==> src/rtl/uart_rx.sv <==
// 8N1 UART receiver: synchronises the rx line, finds the start edge, samples each
// bit at its centre and presents the byte with one-cycle ok / framing-error strobes.
module uart_rx #(
    parameter int CLK_FREQ     = 50000000,
    parameter int BAUD         = 115200,
    parameter int CNT_PER_BAUD = (CLK_FREQ + BAUD / 2) / BAUD,
    parameter int HALF_BAUD    = CNT_PER_BAUD / 2
) (
    input  logic       clk,
    input  logic       rst_n,
    input  logic       rx,
    output logic [7:0] rx_data,
    output logic       rx_ok,
    output logic       rx_frame_err,
    output logic       rx_busy
);

    localparam logic [14:0] BIT_LAST  = 15'(CNT_PER_BAUD - 1);
    localparam logic [14:0] HALF_LAST = 15'(HALF_BAUD - 1);

    typedef enum logic [2:0] {
        ST_IDLE  = 3'd0,
        ST_START = 3'd1,
        ST_DATA  = 3'd2,
        ST_STOP  = 3'd3,
        ST_BREAK = 3'd4
    } state_t;

    logic        rx_meta_r;
    logic        rx_s;
    logic        rx_s_d;
    logic        fall_s;

    state_t      state_r;
    state_t      state_next_s;
    logic [14:0] cnt_r;
    logic [14:0] cnt_next_s;
    logic [2:0]  bit_idx_r;
    logic [2:0]  bit_idx_next_s;
    logic [7:0]  shift_r;
    logic [7:0]  shift_next_s;
    logic [7:0]  data_next_s;
    logic        ok_next_s;
    logic        err_next_s;

    // Two-flop synchroniser plus one delayed copy for falling-edge detection
    always_ff @(posedge clk or negedge rst_n) begin
        if (!rst_n) begin
            rx_meta_r <= 1'b1;
            rx_s      <= 1'b1;
            rx_s_d    <= 1'b1;
        end else begin
            rx_meta_r <= rx;
            rx_s      <= rx_meta_r;
            rx_s_d    <= rx_s;
        end
    end

    assign fall_s = rx_s_d & ~rx_s;

    // Next-state, sampling and strobe decisions for the frame FSM
    always_comb begin
        state_next_s   = state_r;
        cnt_next_s     = cnt_r + 15'd1;
        bit_idx_next_s = bit_idx_r;
        shift_next_s   = shift_r;
        data_next_s    = rx_data;
        ok_next_s      = 1'b0;
        err_next_s     = 1'b0;

        case (state_r)
            ST_IDLE: begin
                if (fall_s) begin
                    state_next_s = ST_START;
                end else begin
                    state_next_s = ST_IDLE;
                end
            end
            ST_START: begin
                // A start bit that is already high again at its centre was a glitch
                if (cnt_r == HALF_LAST) begin
                    if (rx_s) begin
                        state_next_s = ST_IDLE;
                    end else begin
                        state_next_s   = ST_DATA;
                        bit_idx_next_s = 3'd0;
                    end
                end else begin
                    state_next_s = ST_START;
                end
            end
            ST_DATA: begin
                if (cnt_r == BIT_LAST) begin
                    shift_next_s[bit_idx_r] = rx_s;
                    cnt_next_s              = 15'd0;
                    if (bit_idx_r == 3'd7) begin
                        state_next_s = ST_STOP;
                    end else begin
                        bit_idx_next_s = bit_idx_r + 3'd1;
                    end
                end else begin
                    state_next_s = ST_DATA;
                end
            end
            ST_STOP: begin
                // Leaving mid stop bit lets the next start edge follow with no idle gap
                if (cnt_r == BIT_LAST) begin
                    if (rx_s) begin
                        data_next_s  = shift_r;
                        ok_next_s    = 1'b1;
                        state_next_s = ST_IDLE;
                    end else begin
                        err_next_s   = 1'b1;
                        state_next_s = ST_BREAK;
                    end
                end else begin
                    state_next_s = ST_STOP;
                end
            end
            ST_BREAK: begin
                if (rx_s) begin
                    state_next_s = ST_IDLE;
                end else begin
                    state_next_s = ST_BREAK;
                end
            end
            default: begin
                state_next_s = ST_IDLE;
            end
        endcase
    end

    // Frame state, counters and registered outputs
    always_ff @(posedge clk or negedge rst_n) begin
        if (!rst_n) begin
            state_r      <= ST_IDLE;
            cnt_r        <= 15'd0;
            bit_idx_r    <= 3'd0;
            shift_r      <= 8'h00;
            rx_data      <= 8'h00;
            rx_ok        <= 1'b0;
            rx_frame_err <= 1'b0;
            rx_busy      <= 1'b0;
        end else begin
            state_r      <= state_next_s;
            cnt_r        <= (state_next_s != state_r) ? 15'd0 : cnt_next_s;
            bit_idx_r    <= bit_idx_next_s;
            shift_r      <= shift_next_s;
            rx_data      <= data_next_s;
            rx_ok        <= ok_next_s;
            rx_frame_err <= err_next_s;
            rx_busy      <= (state_next_s != ST_IDLE);
        end
    end

endmodule

==> config.mk <==
export PLATFORM = sky130hd
export DESIGN_NAME = uart_rx
export DESIGN_NICKNAME = d
export VERILOG_FILES = /design/src/rtl/uart_rx.sv
export SDC_FILE = /design/constraint.sdc
export NUM_CORES = 1
export LEC_CHECK = 0
export CAP_MARGIN = 20
export CORE_UTILIZATION = 30
export DETAILED_ROUTE_END_ITERATION = 8
export PLACE_DENSITY = 0.51
export SETUP_SLACK_MARGIN = 0.1
export SLEW_MARGIN = 20
export SYNTH_ARGS = -nofsm -noshare
export SYNTH_HDL_FRONTEND = slang
export SYNTH_SLANG_ARGS = --single-unit
==> constraint.sdc <==
create_clock -name clk -period 3.1 [get_ports clk]
set_input_delay 0.62 -clock clk [delete_from_list [all_inputs] [get_ports clk]]
set_output_delay 0.62 -clock clk [all_outputs]
set_load 0.05 [all_outputs]
==> flow_summary_export.csv <==
group,metric,value,unit
status,status,"finished clean",
cts,numCtsBuffers,5,
cts,post_cts_resized,0,
worst_setup_path,crit_arrival,2.66,ns
synthesis,synth_common_cells,"40 x dfrtp_1, 23 x nor2_1, 15 x mux2_2, 15 x nand2_1, 11 x xnor2_1",
timing,rsz0062_at_grt,"false",
place,io_buffers,13,
finish,n_antenna_cell,0,
synthesis,synth_cell_type_count,46,
power,power.density,536.5,nW/um2
timing,worst_slack,0.6325,ns
power,ir_drop,0.2198,mV
synthesis,ys_seq_area_share,52.08,%
global_routing,grt_pass1_wl,6513,um
timing,fin_skew,0.008245,ns
global_routing,antenna_found_initial,0,
global_routing,grt_usage,11.40,%
hold_path,hold_path.class,"input port to async pin",
worst_setup_path,timing.reg2reg.setup_slack,0.63,ns
drt,drt-total-wl,3735,um
place,place_ws,0.5855,ns
timing,tns,0,ns
die,core,6495,um2
worst_setup_path,cp.required,3.29,ns
place,dp.cells,273,
finish,drive_gt1_share,19.61,%
timing,finalMaxSlewViolations,0,
timing,hold_viol_final,0,
die,fp.dieArea,7247,um2
drt,drt_pass1_iterations,4,
global_routing,grt_max_degree,44,
synthesis,synth.most_common_cell,"dfrtp_1",
die,die_y,85.13,um
worst_setup_path,reg2reg_to,"shift_r[2]$_DFFE_PN0P_",
cts,clk_pin_slew,0.08,ns
drt,wl_per_cell,13.29,um
worst_setup_path,crit_slowest_cell,"or4_4",
run,maxCapViolCount,0,
synthesis,avgSynthCellArea,11.09,um2
synthesis,synth_top_area_share,48.28,%
global_routing,overflow,0,
cts,cts_hold_buf,0,
die,row_count,29,
synthesis,netlist_area,2073,um2
timing,worst_slew_margin_rel,61.46,%
synthesis,synth_top_flop_cell,"dfrtp_1",
finish,nets,211,
global_routing,grt_pass1_vias,1396,
timing,setup_violations,0,
synthesis,synth_area_leaders,"dfrtp_1 48%, mux2_2 8.1%, xnor2_1 4.6%",
die,ios,14,
die,die_x,85.13,um
worst_setup_path,crit_path_start_kind,"flop",
drt,via_per_inst,4.897,
power,p_leak,1.098,nW
drt,drc,0,
cts,clk_latency,0.30,ns
place,place_congestion,0.7934,
synthesis,synth_cells,187,
worst_setup_path,worstRegToRegCells,5,
worst_setup_path,cp_max_fo,11,
finish,syn2layout_area_growth,15.57,%
drt,detail-route-antenna-nets,0,
place,post_dp_cell_area,2272,um2
finish,stdcell_count,281,
place,dpl.hpwl,2550,um
cts,cts_tree,"yes",
synthesis,synthArstFlopShare,100.0,%
cts,cts_max_path_buffers,2,
cts,root_buffer,"clkbuf_8",
drt,drt-initial-drc-count,59,
timing,period_share,79.60,%
timing,finalCriticalPeriod,2.468,ns
worst_setup_path,critPathKind,"flop to flop",
timing,tightest_slew,0.5729,ns
synthesis,yosysTopAreaCell,"dfrtp_1",
cts,cts_htree_levels,2,
finish,final_area,2396,um2
worst_setup_path,crit_path_end_kind,"flop",
synthesis,yosysWarnings,0,
worst_setup_path,cpPeakStageDelay,0.58,ns
synthesis,synth_nets,195,
worst_setup_path,crit_path_cell_trace,"or4_4 > nor4_4 > nand2_1 > nor4b_1 > mux2_2",
synthesis,synth_edf_count,0,
cts,numClockSinks,43,
finish,final_util,36.89,%
cts,cts_setup_buffers,0,
die,initial_utilization,31.92,%
drt,num_vias,1376,
worst_setup_path,r2r-start,"cnt_r[10]$_DFF_PN0_",
synthesis,synth-seq-cells,43,
timing,fmaxAchievable,405.3,MHz
## layout make-up
type / instances / area [um2]
Multi-Input combinational cell: 132 / 933.4
Inverter: 6 / 22.52
Clock inverter: 2 / 38.79
Fill cell: 643 / 4099
Timing Repair Buffer: 15 / 142.6
Clock buffer: 6 / 82.58
Sequential cell: 43 / 1080
Tap cell: 77 / 96.34
## cell usage in the layout (no fill, tap or decap), types with 3 or more instances in the layout
cell             netlist  routed
and3_1                 3       3
dfrtp_1               40      40
nor3_1                 6       6
mux2_2                15      15
nand2_1               15      15
clkdlybuf4s50_1        0      12
nor2_1                23      23
nand3_1                6       6
nor3b_1                3       3
nand4_1                3       3
ha_1                   5       5
and2_1                 4       4
clkbuf_8               0       6
xnor2_1               11      11
dfstp_2                3       3
inv_1                  6       6
buf_4                  1       3
## report_power, final
group          internal (mW)  switching, mW  total (mW)
clock                  0.265          0.202       0.467
combinational         0.0751         0.0970       0.172
sequential             0.600         0.0465       0.646
total                  0.940          0.346        1.29
## per-layer routing
metal / track usage [%] / vias to the layer above / share of wire, %
li1: - / 679 / -
met1: 14.57 / 676 / 49
met2: 18.70 / 14 / 47
met3: 2.918 / 7 / 3.0
met4: 4.160 / 0 / 1.6
met5: 0 / - / 0
## worst max-delay path, delay by kind of cell, from the launching register on
kind,cells,cell delay (ns)
flops,1,0.43
mux,1,0.37
simple gates,4,1.57
## registers in the layout, indices dropped and copies added, names as in the netlist
register	cells
cnt_r	15
rx_data	8
shift_r	8
bit_idx_r	3
state_r	3
rx_busy	1
rx_frame_err	1
rx_meta_r	1
rx_ok	1
rx_s	1
rx_s_d	1
## per-stage QoR
step	hold WS (ns)	power, mW
6_report	0.2927	1.286
3_3_place_gp	0.3470	0.8309
5_1_grt	0.3538	1.345
2_1_floorplan	0.3244	0.7785
4_1_cts	0.3612	1.308
3_5_place_dp	0.3476	0.8334
## worst max path at each step
stage	start	endpoint	slack, ns	depth (start not counted)
2_1_floorplan	cnt_r[10]$_DFF_PN0_	shift_r[3]$_DFFE_PN0P_	0.83	6
3_3_place_gp	cnt_r[10]$_DFF_PN0_	shift_r[2]$_DFFE_PN0P_	0.65	5
3_5_place_dp	cnt_r[10]$_DFF_PN0_	shift_r[2]$_DFFE_PN0P_	0.59	5
4_1_cts	cnt_r[10]$_DFF_PN0_	shift_r[2]$_DFFE_PN0P_	0.58	5
5_1_grt	cnt_r[10]$_DFF_PN0_	shift_r[2]$_DFFE_PN0P_	0.45	5
6_report	cnt_r[10]$_DFF_PN0_	shift_r[2]$_DFFE_PN0P_	0.63	5
## logic make-up after synthesis
| family | after synthesis | share of synthesized area [%] |
|---|---|---|
| xor gates and xnor gates | 13 | 5.492 |
| and+or+nand+nor | 82 | 21.85 |
| muxes | 15 | 8.147 |
| buffers and inverters | 12 | 2.896 |
| adders and majority gates | 5 | 3.018 |
| AOI/OAI and AO/OA | 17 | 6.518 |
| DFF | 43 | 52.08 |
(Power assumes the default switching activity.)
